--- config.mk ---
export PLATFORM = sky130hd
export DESIGN_NAME = vga_pixel_pipe
export DESIGN_NICKNAME = d
export VERILOG_FILES = /design/src/rtl/vga_pixel_pipe.sv
export SDC_FILE = /design/constraint.sdc
export NUM_CORES = 1
export LEC_CHECK = 0
export BUFFER_PORTS_ARGS = -buffer_cell sky130_fd_sc_hd__buf_4
export CORE_MARGIN = 2
export CORE_UTILIZATION = 40
export CTS_CLUSTER_SIZE = 28
export DETAILED_ROUTE_END_ITERATION = 7
export PLACE_DENSITY = 0.77
export SYNTH_ARGS = -nofsm -noshare
export SYNTH_HDL_FRONTEND = slang
export SYNTH_SLANG_ARGS = --single-unit
--- constraint.sdc ---
create_clock -name clock -period 1.9 [get_ports clock]
set_input_delay 0.285 -clock clock [delete_from_list [all_inputs] [get_ports clock]]
set_output_delay 0.285 -clock clock [all_outputs]
set_load 0.005 [all_outputs]
--- src/rtl/vga_pixel_pipe.sv ---
// VGA pixel pipeline: frame-buffer address generation, pixel expansion, sync alignment, double-buffer swap.
// Optional colour-bar generator compiled in with `define TEST_PATTERN_EN.
module vga_pixel_pipe #(
  parameter int unsigned MEM_LATENCY = 2,
  parameter int unsigned SCALE_SHIFT = 2,
  parameter int unsigned VERT_PIXELS = 768
) (
  input  logic        clock,
  input  logic        rst,
  input  logic [11:0] pix_row,
  input  logic [11:0] pix_col,
  input  logic        hs_in,
  input  logic        vs_in,
  input  logic        vid_on_in,
  input  logic        swap_req,
  output logic        swap_ack,
  output logic        disp_buf,
  output logic [16:0] mem_addr,
  output logic        mem_en,
  input  logic [7:0]  mem_data,
  input  logic        test_mode,
  output logic        hs_out,
  output logic        vs_out,
  output logic [11:0] rgb_out
);

  localparam int unsigned CNT_W       = 12;
  localparam int unsigned IDX_W       = 8;
  localparam int unsigned ADDR_W      = 1 + 2 * IDX_W;
  localparam int unsigned RGB_W       = 12;
  localparam int unsigned HORZ_PIXELS = 1024;
  localparam int unsigned LATENCY     = MEM_LATENCY + 2;
  // Syncs already lag the counters by one cycle; video_on is consumed one stage before rgb_out.
  localparam int unsigned SYNC_DEPTH  = LATENCY - 1;
  localparam int unsigned VID_DEPTH   = LATENCY - 2;

  typedef enum logic {
    S_IDLE = 1'b0,
    S_PEND = 1'b1
  } state_t;

  state_t              r_state;
  state_t              w_state_nxt;
  logic                r_disp_buf;
  logic                w_disp_buf_nxt;
  logic                r_swap_ack;
  logic                w_swap_ack_nxt;
  logic                w_blank_start;

  logic                w_active;
  logic                w_mem_en_nxt;
  logic [IDX_W-1:0]    w_row_idx;
  logic [IDX_W-1:0]    w_col_idx;
  logic [ADDR_W-1:0]   r_mem_addr;
  logic                r_mem_en;

  logic [SYNC_DEPTH-1:0] r_hs_pipe;
  logic [SYNC_DEPTH-1:0] r_vs_pipe;
  logic [VID_DEPTH-1:0]  r_vid_pipe;

  logic [2:0]          w_r;
  logic [2:0]          w_g;
  logic [1:0]          w_b;
  logic [RGB_W-1:0]    w_expanded;
  logic [RGB_W-1:0]    w_pixel;
  logic [RGB_W-1:0]    r_rgb;

  // Stage A: active-area decode and scaled frame-buffer address.
  always_comb begin
    w_active  = (pix_col < CNT_W'(HORZ_PIXELS)) && (pix_row < CNT_W'(VERT_PIXELS));
    w_row_idx = IDX_W'(pix_row >> SCALE_SHIFT);
    w_col_idx = IDX_W'(pix_col >> SCALE_SHIFT);
`ifdef TEST_PATTERN_EN
    w_mem_en_nxt = w_active & ~test_mode;
`else
    w_mem_en_nxt = w_active;
`endif
  end

  always_ff @(posedge clock) begin
    if (rst) begin
      r_mem_addr <= '0;
      r_mem_en   <= 1'b0;
    end else begin
      r_mem_addr <= {r_disp_buf, w_row_idx, w_col_idx};
      r_mem_en   <= w_mem_en_nxt;
    end
  end

  // Sync / video_on delay lines matching the address-memory-colour path.
  always_ff @(posedge clock) begin
    if (rst) begin
      r_hs_pipe  <= '1;
      r_vs_pipe  <= '1;
      r_vid_pipe <= '0;
    end else begin
      r_hs_pipe[0]  <= hs_in;
      r_vs_pipe[0]  <= vs_in;
      r_vid_pipe[0] <= vid_on_in;
      for (int i = 1; i < int'(SYNC_DEPTH); i++) begin
        r_hs_pipe[i] <= r_hs_pipe[i-1];
        r_vs_pipe[i] <= r_vs_pipe[i-1];
      end
      for (int i = 1; i < int'(VID_DEPTH); i++) begin
        r_vid_pipe[i] <= r_vid_pipe[i-1];
      end
    end
  end

  // RRRGGGBB to 4:4:4 by bit replication so full-scale stays full-scale.
  always_comb begin
    w_r        = mem_data[7:5];
    w_g        = mem_data[4:2];
    w_b        = mem_data[1:0];
    w_expanded = {w_r, w_r[2], w_g, w_g[2], w_b, w_b};
  end

`ifdef TEST_PATTERN_EN
  logic [2:0]       r_bar_pipe [SYNC_DEPTH];
  logic [2:0]       w_bar;
  logic [RGB_W-1:0] w_bar_rgb;

  always_ff @(posedge clock) begin
    if (rst) begin
      for (int i = 0; i < int'(SYNC_DEPTH); i++) begin
        r_bar_pipe[i] <= 3'd0;
      end
    end else begin
      r_bar_pipe[0] <= pix_col[9:7];
      for (int i = 1; i < int'(SYNC_DEPTH); i++) begin
        r_bar_pipe[i] <= r_bar_pipe[i-1];
      end
    end
  end

  always_comb begin
    w_bar     = r_bar_pipe[SYNC_DEPTH-1];
    w_bar_rgb = {{4{w_bar[2]}}, {4{w_bar[1]}}, {4{w_bar[0]}}};
    w_pixel   = test_mode ? w_bar_rgb : w_expanded;
  end
`else
  logic w_unused_test_mode;

  always_comb begin
    w_unused_test_mode = test_mode;
    w_pixel            = w_expanded;
  end
`endif

  // Stage C: blanking forces black regardless of what memory returned.
  always_ff @(posedge clock) begin
    if (rst) begin
      r_rgb <= '0;
    end else begin
      r_rgb <= r_vid_pipe[VID_DEPTH-1] ? w_pixel : '0;
    end
  end

  // Swap FSM: a request is held until the first cycle of vertical blanking.
  always_comb begin
    w_blank_start = (pix_row == CNT_W'(VERT_PIXELS)) && (pix_col == CNT_W'(0));
  end

  always_ff @(posedge clock) begin
    if (rst) begin
      r_state    <= S_IDLE;
      r_disp_buf <= 1'b0;
      r_swap_ack <= 1'b0;
    end else begin
      r_state    <= w_state_nxt;
      r_disp_buf <= w_disp_buf_nxt;
      r_swap_ack <= w_swap_ack_nxt;
    end
  end

  always_comb begin
    w_state_nxt    = r_state;
    w_disp_buf_nxt = r_disp_buf;
    w_swap_ack_nxt = 1'b0;
    case (r_state)
      S_IDLE: begin
        if (swap_req) begin
          w_state_nxt = S_PEND;
        end
      end
      S_PEND: begin
        if (w_blank_start) begin
          w_state_nxt    = S_IDLE;
          w_disp_buf_nxt = ~r_disp_buf;
          w_swap_ack_nxt = 1'b1;
        end
      end
      default: begin
        w_state_nxt = S_IDLE;
      end
    endcase
  end

  assign mem_addr = r_mem_addr;
  assign mem_en   = r_mem_en;
  assign hs_out   = r_hs_pipe[SYNC_DEPTH-1];
  assign vs_out   = r_vs_pipe[SYNC_DEPTH-1];
  assign rgb_out  = r_rgb;
  assign disp_buf = r_disp_buf;
  assign swap_ack = r_swap_ack;

endmodule

## Word level (Yosys, flattened, before mapping)

Index checks and enable logic that the tools add are counted.

- Register bits after elaboration: 41
- Latch bits: 0
- Bits in writable memories: 0
- Memory bits (read-only): 0
- Input port bits: 39
- Output and inout port bits: 34
- Logic and storage cells: 25
- Memories: 0

- Add/sub/neg operators: 0
- Multiply operators: 0
- Divide/modulo/power cells: 0
- $lt $le $gt $ge: 2
- Equal/unequal tests: 1
- Shifts and indexed selects: 0
- Mux-type cells: 4
- Bitwise operators: 3
- Reduce and logical (&&, ||, !) cells: 6

Operators by type and width:

| operator | number |
|---|---|
| 12-bit by 10-bit equality test with 1-bit output (second input constant) | 1 |
| 12-bit zero test | 1 |
| 12-bit by 10-bit < comparator with 1-bit output (second input constant) | 1 |
| 12-bit by 11-bit < comparator with 1-bit output (second input constant) | 1 |
| 2-bit OR reduction | 2 |
| 1-bit two-way mux | 3 |
| 1-bit inverter | 3 |
| 1-bit logical AND | 2 |
| 1-bit case mux with 2 select lines | 1 |
| 2-bit AND reduction | 1 |

## Depth between registers and ports, before layout

Gate-level depths: netlist (run 1).

- Word-level depth: 4
- Mapped depth: 4
- Depth with buffers taken out: 4

## Worst setup path before layout (run 1)

Ideal clock, no wire load.

- Path kind: input to register
- Start point: in pix_row[10]
- End point: reg r_disp_buf (netlist: disp_buf)
- Arrival time: 1.127 ns
- Required time: 1.777 ns
- Slack: 0.649 ns
- Stages on the path: 4
- Path buffers: 0
- Cell sequence: nor4_2 -> nand4_1 -> nor2_2 -> mux2_1

- Word-level cells in the longest chain between the ends: 3

Ends and longest elaborated chain:

| item | line | RTL |
|---|---|---|
| start, declared | 10 | `input logic [11:0] pix_row,` |
| 12-bit by 10-bit equality test with 1-bit output | 161 | `w_blank_start = (pix_row == CNT_W'(VERT_PIXELS)) && (pix_col == CNT_W'(0));` |
| 1-bit logical AND | 161 |  |
| 2-bit AND reduction (no source line) | - |  |
| end signal, assigned | 171 | `r_disp_buf <= w_disp_buf_nxt;` |
| end, declared | 44 | `logic r_disp_buf;` |

Every way passes these cells.
A chain may end at the register's enable or synchronous reset.

## Final worst setup path (run 1)

- Start point: in pix_col[6]
- End point: reg r_disp_buf (netlist: disp_buf)

- Word-level cells in the longest chain between the ends: 3

Ends and longest elaborated chain:

| item | line | RTL |
|---|---|---|
| start, declared | 11 | `input logic [11:0] pix_col,` |
| 12-bit zero test | 161 |  |
| 1-bit logical AND | 161 |  |
| 2-bit AND reduction (no source line) | - |  |

Every way passes these cells.

==> metrics.md, run 1 <==
| Metric | Value |
|---|---|
| Worst r2r src | r_state |
| Setup repair after global routing missed its margin | no |
| FF+latch count, synth | 37 |
| CTS buffer count | 5 |
| Fin util | 63.9% |
| CTS resizes | 0 |
| CP Launch Type | primary input |
| Grt ovf | 0 |
| First-pass GRT wire length | between 3 and 4 mm |
| Setup slack, reg-to-reg | about 0.9 ns |
| Nets | 204 |
| Clock buffer depth | 2 |
| Period utilization | between 50% and 60% |
| Die X-Extent | ~57 um |
| Die ar. | between 3000 and 4000 sq um |
| LEAKAGE | ~0.00081 uW |
| Synthesized area | ~1100 sq um |
| Distinct cell type count of the synthesized netlist | 17 |
| Total Routing Usage GR | between 10 and 15% |
| Clock Latency Late Sink | between 0.3 and 0.4 ns |
| DP HPWL | around 1.8 mm |
| Drt pass-1 iters | 2 |
| Tightest Pin Transition | between 0.3 and 0.4 ns |
| Fillers | ~250 |
| P&R area growth vs syn | 55.0% |
| Ys Warns | 0 |
| Maximum vdd drop | 689 uV |
| Critical Path RT | 2.13 ns |
| Vias in the first global route | between 800 and 900 |
| HP Class | in -> reg |
| Max-slew headroom | between 70 and 80% |
| Port Buffers | 71 |
| Vias/cell | about 4.4 |
| DRT iter0 DRCs | 14 |
| Min cycle time layout | 1.12 ns |
| Min-Delay Endpoint | r_vs_pipe[0] |
| I/O pins | 73 |
| Max Clock Skew | roughly 0.012 ns |
| Final hold vios | 0 |
| Initial Util | between 40% and 50% |
| Cell chosen for the clock root | clkbuf_4 |
| TritonCTS Sinks | 37 |
| Hold slack | about 0.13 ns |
| Final cell count without fillers | approximately 200 |
| DR top layer | met4 |
| Worst-path maximum fanout | 2 |
| Most frequent cells in the layout | buf_4, dfxtp_1, nor2b_1 |
| Max Freq | about 900 MHz |
| Mapped Cells | 94 |
| Placed Cells incl. Taps | 189 |
| Wire per inst | 11.6 um |
| Die H | ~57 um |
| Routability congestion estimate | between 0.6 and 0.7 |
| Reg-to-Reg End | disp_buf |
| Final worst setup slack | approximately 0.78 ns |
| Worst-path clk slew | around 0.11 ns |
| Initial antenna violation count | 0 |
| Number of vias in the routed layout | approximately 860 |
| Worst Path Arrival | around 1.4 ns |
| Postcts setup bufs | 0 |
| Met3 Wirelength | ~260 um |
| Cell depth of the worst hold path | 2 |
| DR DRC count | 0 |
| Syn avg cell area | approximately 12 sq um |
| Critical path class | in -> reg |
| Pre-CTS setup slack | just over 0.4 ns |
| Core area | around 2700 sq um |
| Slew Viols, Final | 0 |
| Post-synthesis sequential area ratio | roughly two thirds |
| Pin count of the biggest net entering global routing | 31 |
| DRT met1 WL | between 700 and 800 um |
| Maxcap violations | 0 |
| Register area | 741 sq um |
| Final TNS setup | 0 ns |
| Commonest non-fill, non-tap cell in the layout | buf_4 |
| Area of the multi-input gates | about 330 sq um |
| Endpoints failing setup | 0 |
| H-tree Lvls | 2 |
| Wire length on met2 | 1.20 mm |
| Hold path startpoint | vs_in |
| CTS tree | built |
| Nature of the critical path endpoint | flip-flop |
| Cell Pwr Density | between 800 and 900 nW/um^2 |
| Number of diodes | 0 |
| Routed WL | ~2.3 mm |
| Outcome | complete, no violations |
| Post-synth net total | about 130 |
| R2R cell count | 3 |
| Final ANT Viol Nets | 0 |
| Share of layout cells above drive strength 1 | 51.8% |
| Cell Rows | 19 |
| CTS Hold Bufs | 0 |
-- report_power, final --
part	total, uW	internal, uW	leakage, uW	switching [uW]
Clock	551	314	0.0000455	237
Combinational	137	92.5	0.000455	44.3
Sequential	813	805	0.000305	8.13
Total	1500	1210	0.000806	289
-- per-stage QoR --
stage	total power (uW)	area [sq um]
after detailed placement	970	1650
after floorplan	867	1120
after global placement	965	1650
after CTS	1520	1730
final	1500	1730
after global routing	1570	1730
-- cells by family after synthesis --
logic type,after synthesis,synth area share (%)
AND/OR/NAND/NOR,49,28.9
flip-flops,37,66.3
buffers and inverters,7,3.81
multiplexers,1,1.01
-- layout make-up --
cell class / instances / share of cell area (%)
flip-flops and latches: 37 / 42.8
repair buffers: 71 / 30.8
multi-input cells: 50 / 19.3
clock buffers: 7 / 3.18
well taps: 31 / 2.24
clock inverters: 1 / 1.73
-- worst max-delay path by stage --
| stage | start | to | depth (start not counted) |
|---|---|---|---|
| after floorplan | pix_row[10] | disp_buf | 4 |
| after global placement | pix_col[6] | disp_buf | 5 |
| after detailed placement | pix_col[6] | disp_buf | 5 |
| after CTS | pix_col[6] | disp_buf | 5 |
| after global routing | pix_row[3] | disp_buf | 5 |
| final | pix_col[6] | disp_buf | 5 |
-- flip-flops by register name, summed over array words and instances (netlist names) --
signal / cells
swap_ack: 1
mem_addr: 17
disp_buf: 1
rgb_out: 8
r_hs_pipe: 3
mem_en: 1
r_vid_pipe: 2
r_state: 1
r_vs_pipe: 3
-- synth_stat cells, drive strengths merged --
| cell | number | share of area [%] |
|---|---|---|
| nor4 | 5 | 5.0 |
| nor2 | 4 | 1.6 |
| or2 | 6 | 3.4 |
| clkbuf | 1 | 0.34 |
| nor3 | 2 | 0.90 |
| and2 | 9 | 5.0 |
| nand4 | 2 | 1.1 |
| nor3b | 1 | 0.67 |
| buf | 6 | 3.5 |
| mux2 | 1 | 1.0 |
| nor2b | 20 | 11 |
| dfxtp | 37 | 66 |
-- worst max-delay path: stages --
cell and delay [ns]:
buf_4 0.11, nor4_1 0.32, nand4_1 0.18, nor2_2 0.14
mux2_1 0.32
-- per-layer routing --
layer | global-route usage, % | vias to the layer above
li1 | - | 435
met1 | 14.9 | 377
met2 | 25.7 | 47
met3 | 8.29 | 4
met4 | 5.98 | 0
met5 | 0 | -
Note: power is estimated with default switching activity, not from simulation.
==> inputs of run 2 (changes only) <==
==> constraint.sdc (replaced) <==
create_clock -name clock -period 1.1 [get_ports clock]
set_input_delay 0.165 -clock clock [delete_from_list [all_inputs] [get_ports clock]]
set_output_delay 0.165 -clock clock [all_outputs]
set_load 0.005 [all_outputs]
==> run 2 against run 1 <==
  * Utilization is 1.4 points higher
  * Register-to-register slack worse by 0.83 ns
  * Setup slack worse by 0.73 ns
  * Critical endpoint unchanged
  * Largest power group unchanged
  * Highest routed layer unchanged
==> metrics.md, run 2 (synthesized netlist as in run 1, its figures left out) <==
| Metric | Value |
|---|---|
| GR Layer Usage met3 | 5.99% (-2.3 points) |
| Clock buffer depth | 2 (unchanged) |
| Die ar. | 3230 sq um (unchanged) |
| Cell chosen for the clock root | clkbuf_4 |
| Register area | 742 sq um (+0.17%) |
| Clock network power share | 36.5% (-0.2 points) |
| Seq pwr share | 54.1% (about the same) |
| Slew Viols, Final | 0 (unchanged) |
| Final ANT Viol Nets | 0 (unchanged) |
| Max Freq | ~960 MHz |
| Outcome | complete, no violations |
| Final hold vios | 0 (unchanged) |
| Setup slack, reg-to-reg | 0.05 ns (-0.83 ns) |
| Final cell count without fillers | 201 (+2.0%) |
| Most frequent cells in the layout | buf_4, dfxtp_1, nor2b_1 |
| Nature of the critical path endpoint | flip-flop |
| P&R area growth vs syn | 58.3% |
| Internal power | 2100 uW (+73%) |
| Maxcap violations | 0 (unchanged) |
| Drt pass-1 iters | 3 (+1) |
| HP Class | in -> reg |
| CP Launch Type | flip-flop |
| First-pass GRT wire length | 3.78 mm (+6.0%) |
| Tightest Pin Transition | 0.363 ns (-0.00896 ns) |
| Placed Cells incl. Taps | 191 (+1.1%) |
| Setup repair after global routing missed its margin | yes |
| Worst Path Arrival | 1.26 ns (-0.09 ns) |
| Area of the multi-input gates | 338 sq um (+1.1%) |
| Period utilization | between 90 and 100% |
| TritonCTS Sinks | 37 (unchanged) |
| Worst-path maximum fanout | 2 (unchanged) |
| Number of flip-flops in the largest register | 17 (unchanged) |
| I/O pins | 73 (unchanged) |
| Cell Rows | 19 (unchanged) |
| Min cycle time layout | ~1.0 ns |
| Port Buffers | 71 (unchanged) |
| Final instance area | 1770 sq um (+2.2%) |
| Number of diodes | 0 (unchanged) |
| Routability congestion estimate | 0.744 (+11%) |
| Gr busiest metal | met2 |
| Cell Pwr Density | 1470 nW/um^2 (+69%) |
| Critical path class | reg -> reg |
| Final worst setup slack | 0.0545 ns (-0.730 ns) |
| Grt ovf | 0 (unchanged) |
| M1 GR Usage | 15.5% (+0.65 points) |
| Die H | 56.9 um (unchanged) |
| Fin util | 65.3% (+1.4 points) |
| Vias/cell | 4.54 (+3.7%) |
| CTS tree | built |
| Number of vias in the routed layout | 913 (+5.8%) |
| DP HPWL | 1.86 mm (+3.9%) |
| Total Routing Usage GR | 15.5% (+0.55 points) |
| Gate power share | 9.4% (+0.3 points) |
| Vias in the first global route | 909 (+5.8%) |
| Post-place instance area | 1660 sq um (+0.91%) |
| H-tree Lvls | 2 (unchanged) |
| Clock Latency Late Sink | 0.32 ns (about the same) |
| DR DRC count | 0 (unchanged) |
| Commonest non-fill, non-tap cell in the layout | buf_4 |
| Sw Ratio | 19.2% (-0.13 points) |
| Wire per inst | 11.9 um (+2.0%) |
| Fillers | 227 (-7.3%) |
| LEAKAGE | 0.000823 uW (+2.1%) |
| Worst-path clk slew | 0.10 ns (about the same) |
| Pin count of the biggest net entering global routing | 26 (-16%) |
| CTS buffer count | 5 (unchanged) |
| Initial antenna violation count | 0 (unchanged) |
| Max Clock Skew | 0.00278 ns (-0.00907 ns) |
| Share of layout cells above drive strength 1 | 53.5% (+1.7 points) |
| Core area | 2710 sq um (unchanged) |
| Die X-Extent | 56.9 um (unchanged) |
| M2 GR Usage | 27.6% (+1.8 points) |
| DRT iter0 DRCs | 14 (unchanged) |
| Nets | 208 (+2.0%) |
| Critical Path RT | 1.32 ns (-0.81 ns) |
| Maximum vdd drop | 1080 uV (+56%) |
| Initial Util | 41.2% (unchanged) |
| Endpoints failing setup | 0 (unchanged) |
| Hold slack | 0.0201 ns (-0.105 ns) |
| Pre-CTS setup slack | -0.269 ns (-0.672 ns) |
| Max-slew headroom | 75.7% (+0.60 points) |
| Routed WL | 2.38 mm (+4.1%) |
| P_sw | 497 uW (+72%) |
==> run 2: cell type report <==
class	instances	area share, %
Timing Repair Buffer	75	32.0
Sequential cell	37	41.9
Clock buffer	7	3.11
Clock inverter	1	1.70
Tap cell	31	2.19
Multi-Input combinational cell	50	19.1
==> run 2: critical path: stages, from the launching register on <==
cell and delay (ns):
dfxtp_2 0.34, nand4_1 0.12, nor2_2 0.17, mux2_4 0.31
==> run 2: final timing paths <==
kind / startpoint / to / depth (start not counted)
max: r_state / disp_buf / 3
min: vs_in / r_vs_pipe[0] / 2
max reg2reg: r_state / disp_buf / 3
min reg2reg: r_vs_pipe[1] / r_vs_pipe[2] / 1
==> run 2: metrics by stage <==
stage	total power, uW	setup TNS, ns
detailed placement	1680	-0.360
floorplan	1500	-0.0244
global route	2710	-0.00198
finish	2600	0
global placement	1670	-0.278
CTS	2630	0
==> run 2: repair_timing <==
action	in CTS	in global routing
resized for setup	0	2
hold buffers	0	1
hold endpoints to repair	0	1
setup endpoints to repair	0	1
buffers inserted	0	1
==> run 2: routing by layer <==
metal	up-vias	share of wire (%)
li1	443	-
met1	422	37
met2	43	52
met3	5	9.3
met4	0	1.6
met5	-	0
==> run 2: power by group through the flow <==
stage               sequential (uW)  clock [uW]  combinational, uW
global placement               1430           0                237
floorplan                      1440           0               58.9
finish                         1400         948                243
global route                   1410        1040                264
detailed placement             1440           0                243
CTS                            1400         980                244
==> inputs of run 3 (changes only) <==
==> constraint.sdc (replaced) <==
create_clock -name clock -period 1.1 [get_ports clock]
set_input_delay 0.165 -clock clock [delete_from_list [all_inputs] [get_ports clock]]
set_output_delay 0.165 -clock clock [all_outputs]
set_load 0.1 [all_outputs]
==> run 3 against run 2 <==
  * Routed wire length up 12%
  * Register-to-register slack worse by 0.05 ns
  * Flip-flop and latch count unchanged
  * Hold slack better by 0.011 ns
  * Setup slack worse by 0.047 ns
  * Sequential power about the same
  * Via count up 0.66%
  * Power up 3.9%
  * Critical endpoint unchanged
==> metrics.md, run 3 (synthesized netlist as in run 1, its figures left out) <==
| Metric | Value |
|---|---|
| Met3 Wirelength | 304 um (+37%) |
| Core area | 2710 sq um (unchanged) |
| Die H | 56.9 um (unchanged) |
| Final worst setup slack | 0.00731 ns (-0.0472 ns) |
| Pin count of the biggest net entering global routing | 22 (-15%) |
| Max-slew headroom | 76.8% (+1.0 points) |
| Commonest non-fill, non-tap cell in the layout | buf_4 |
| Setup slack, reg-to-reg | 0.007 ns (-0.05 ns) |
| Postcts setup bufs | 0 (unchanged) |
| Fin util | 76.9% (+12 points) |
| Critical Path Sink | disp_buf |
| P&R area growth vs syn | 86.6% |
| Vias/cell | 4.57 (+0.66%) |
| Kind of cell adding the most delay to the critical path | flip-flops |
| Outcome | complete, no violations |
| Number of vias in the routed layout | 919 (+0.66%) |
| TritonCTS Sinks | 37 (unchanged) |
| Number of diodes | 0 (unchanged) |
| Slew Viols, Final | 0 (unchanged) |
| Path length in cells of the critical path | 3 (unchanged) |
| Pre-CTS setup slack | -0.353 ns (-0.0841 ns) |
| Nature of the critical path endpoint | flip-flop |
| Clock buffer depth | 2 (unchanged) |
| Port Buffers | 71 (unchanged) |
| Clock Latency Late Sink | 0.33 ns (about the same) |
| Max incr delay on CP | 0.34 ns (about the same) |
| R2R cell count | 3 (unchanged) |
| CTS buffer count | 5 (unchanged) |
| Placed Cells incl. Taps | 190 (-0.52%) |
| H-tree Lvls | 2 (unchanged) |
| Vias in the first global route | 858 (-5.6%) |
| Number of flip-flops in the largest register | 17 (unchanged) |
| Critical Path RT | 1.33 ns (about the same) |
| DR top layer | met4 |
| Routability congestion estimate | 0.685 (-7.8%) |
| Die ar. | 3230 sq um (unchanged) |
| DR DRC count | 0 (unchanged) |
| Hold slack | 0.0307 ns (+0.0106 ns) |
| Initial Util | 41.2% (unchanged) |
| Critical path class | reg -> reg |
| DRT met1 WL | 955 um (+6.9%) |
| Routed WL | 2.66 mm (+12%) |
| CP Launch Type | flip-flop |
| Final ANT Viol Nets | 0 (unchanged) |
| Reg-to-Reg End | disp_buf |
| Maximum vdd drop | 1250 uV (+16%) |
| Tightest Pin Transition | 0.348 ns (-0.0151 ns) |
| Total power after layout | 2700 uW (+3.9%) |
| Cell chosen for the clock root | clkbuf_4 |
| I/O pins | 73 (unchanged) |
| Share of layout cells above drive strength 1 | 61.2% (+7.6 points) |
| Worst r2r src | r_state |
| Most frequent cells in the layout | buf_4, nor2b_1, dfxtp_1 |
| Worst-path clk slew | 0.10 ns (about the same) |
| Maxcap violations | 0 (unchanged) |
| Cell Pwr Density | 1290 nW/um^2 (-12%) |
| Wire per inst | 13.3 um (+12%) |
| Final hold vios | 0 (unchanged) |
| Total Routing Usage GR | 15.8% (+0.28 points) |
| Setup repair after global routing missed its margin | yes |
| Nets | 208 (unchanged) |
| Crit-path cells | nand4_1 > nor2_2 > mux2_4 |
| Initial antenna violation count | 0 (unchanged) |
| HP Class | in -> reg |
| DP HPWL | 1.69 mm (-9.3%) |
| LEAKAGE | 0.000894 uW (+8.6%) |
| Endpoints failing setup | 0 (unchanged) |
| Wire length on met2 | 1.35 mm (+9.4%) |
| Die X-Extent | 56.9 um (unchanged) |
| Crit. Startpoint | r_state |
| CTS tree | built |
| Final cell count without fillers | 201 (unchanged) |
| Worst Path Arrival | 1.32 ns (+0.06 ns) |
| Drt pass-1 iters | 4 (+1) |
| CP max-delay cell | dfxtp_2 |
| Max Freq | 915 MHz (-4.3%) |
| Bufs and invs on worst path | 0 (unchanged) |
| Hold path startpoint | mem_data[7] |
| First-pass GRT wire length | 3.78 mm (unchanged) |
| Cell Rows | 19 (unchanged) |
| DRT iter0 DRCs | 12 (-2) |
| Period utilization | 99.3% (+4.3 points) |
| Worst-path maximum fanout | 2 (unchanged) |
| Grt ovf | 0 (unchanged) |
| Max Clock Skew | 0.00328 ns (+0.000492 ns) |
| Min cycle time layout | 1.09 ns (+0.0472 ns) |
[run 3: changes by cell type in the layout (fill, tap and decap cells not counted), moves of 2 or more]
cell | previous run | this run
clkbuf_1 | 1 | 3
dfxtp_1 | 36 | 20
buf_8 | 0 | 6
buf_4 | 74 | 38
dfxtp_4 | 0 | 5
dfxtp_2 | 1 | 12
dlygate4sd3_1 | 1 | 3
buf_6 | 0 | 10
buf_12 | 0 | 18
[run 3: repair_timing]
action,4_1_cts,5_1_grt
setup endpoints to repair,34,29
resized for setup,31,59
pin swaps,0,1
hold endpoints to repair,2,1
hold buffers,2,1
gates cloned,0,0
[run 3: layer usage]
layer	track usage, %	vias to the layer above
met2	24.8	57
met4	8.31	0
li1	-	447
met1	16.7	410
met5	0	-
met3	9.22	5
[run 3: cell type report]
type                    count  area, sq um
multi-input cells          50          344
clock buffers               8         48.8
well taps                  31         38.8
flip-flops and latches     37          774
fillers                   172          626
repair buffers             75          878
[run 3: worst min path at each step]
stage                         endpoint  cells past startpoint
final                       rgb_out[8]                      2
after global routing        rgb_out[2]                      2
after CTS                   rgb_out[2]                      2
after detailed placement  r_vs_pipe[0]                      2
after global placement    r_vs_pipe[0]                      2
after floorplan           mem_addr[16]                      1
[run 3: power by group]
group / internal [uW] / total [uW] / switching [uW]
clock network: 255 / 659 / 405
logic: 245 / 622 / 377
registers: 1380 / 1410 / 30.9
[run 3: per-stage QoR]
step / setup TNS, ns / area, sq um
5_1_grt: -0.166 / 2080
3_5_place_dp: -0.412 / 1670
6_report: 0 / 2080
3_3_place_gp: -0.409 / 1670
2_1_floorplan: -0.0234 / 1140
4_1_cts: -0.404 / 1860
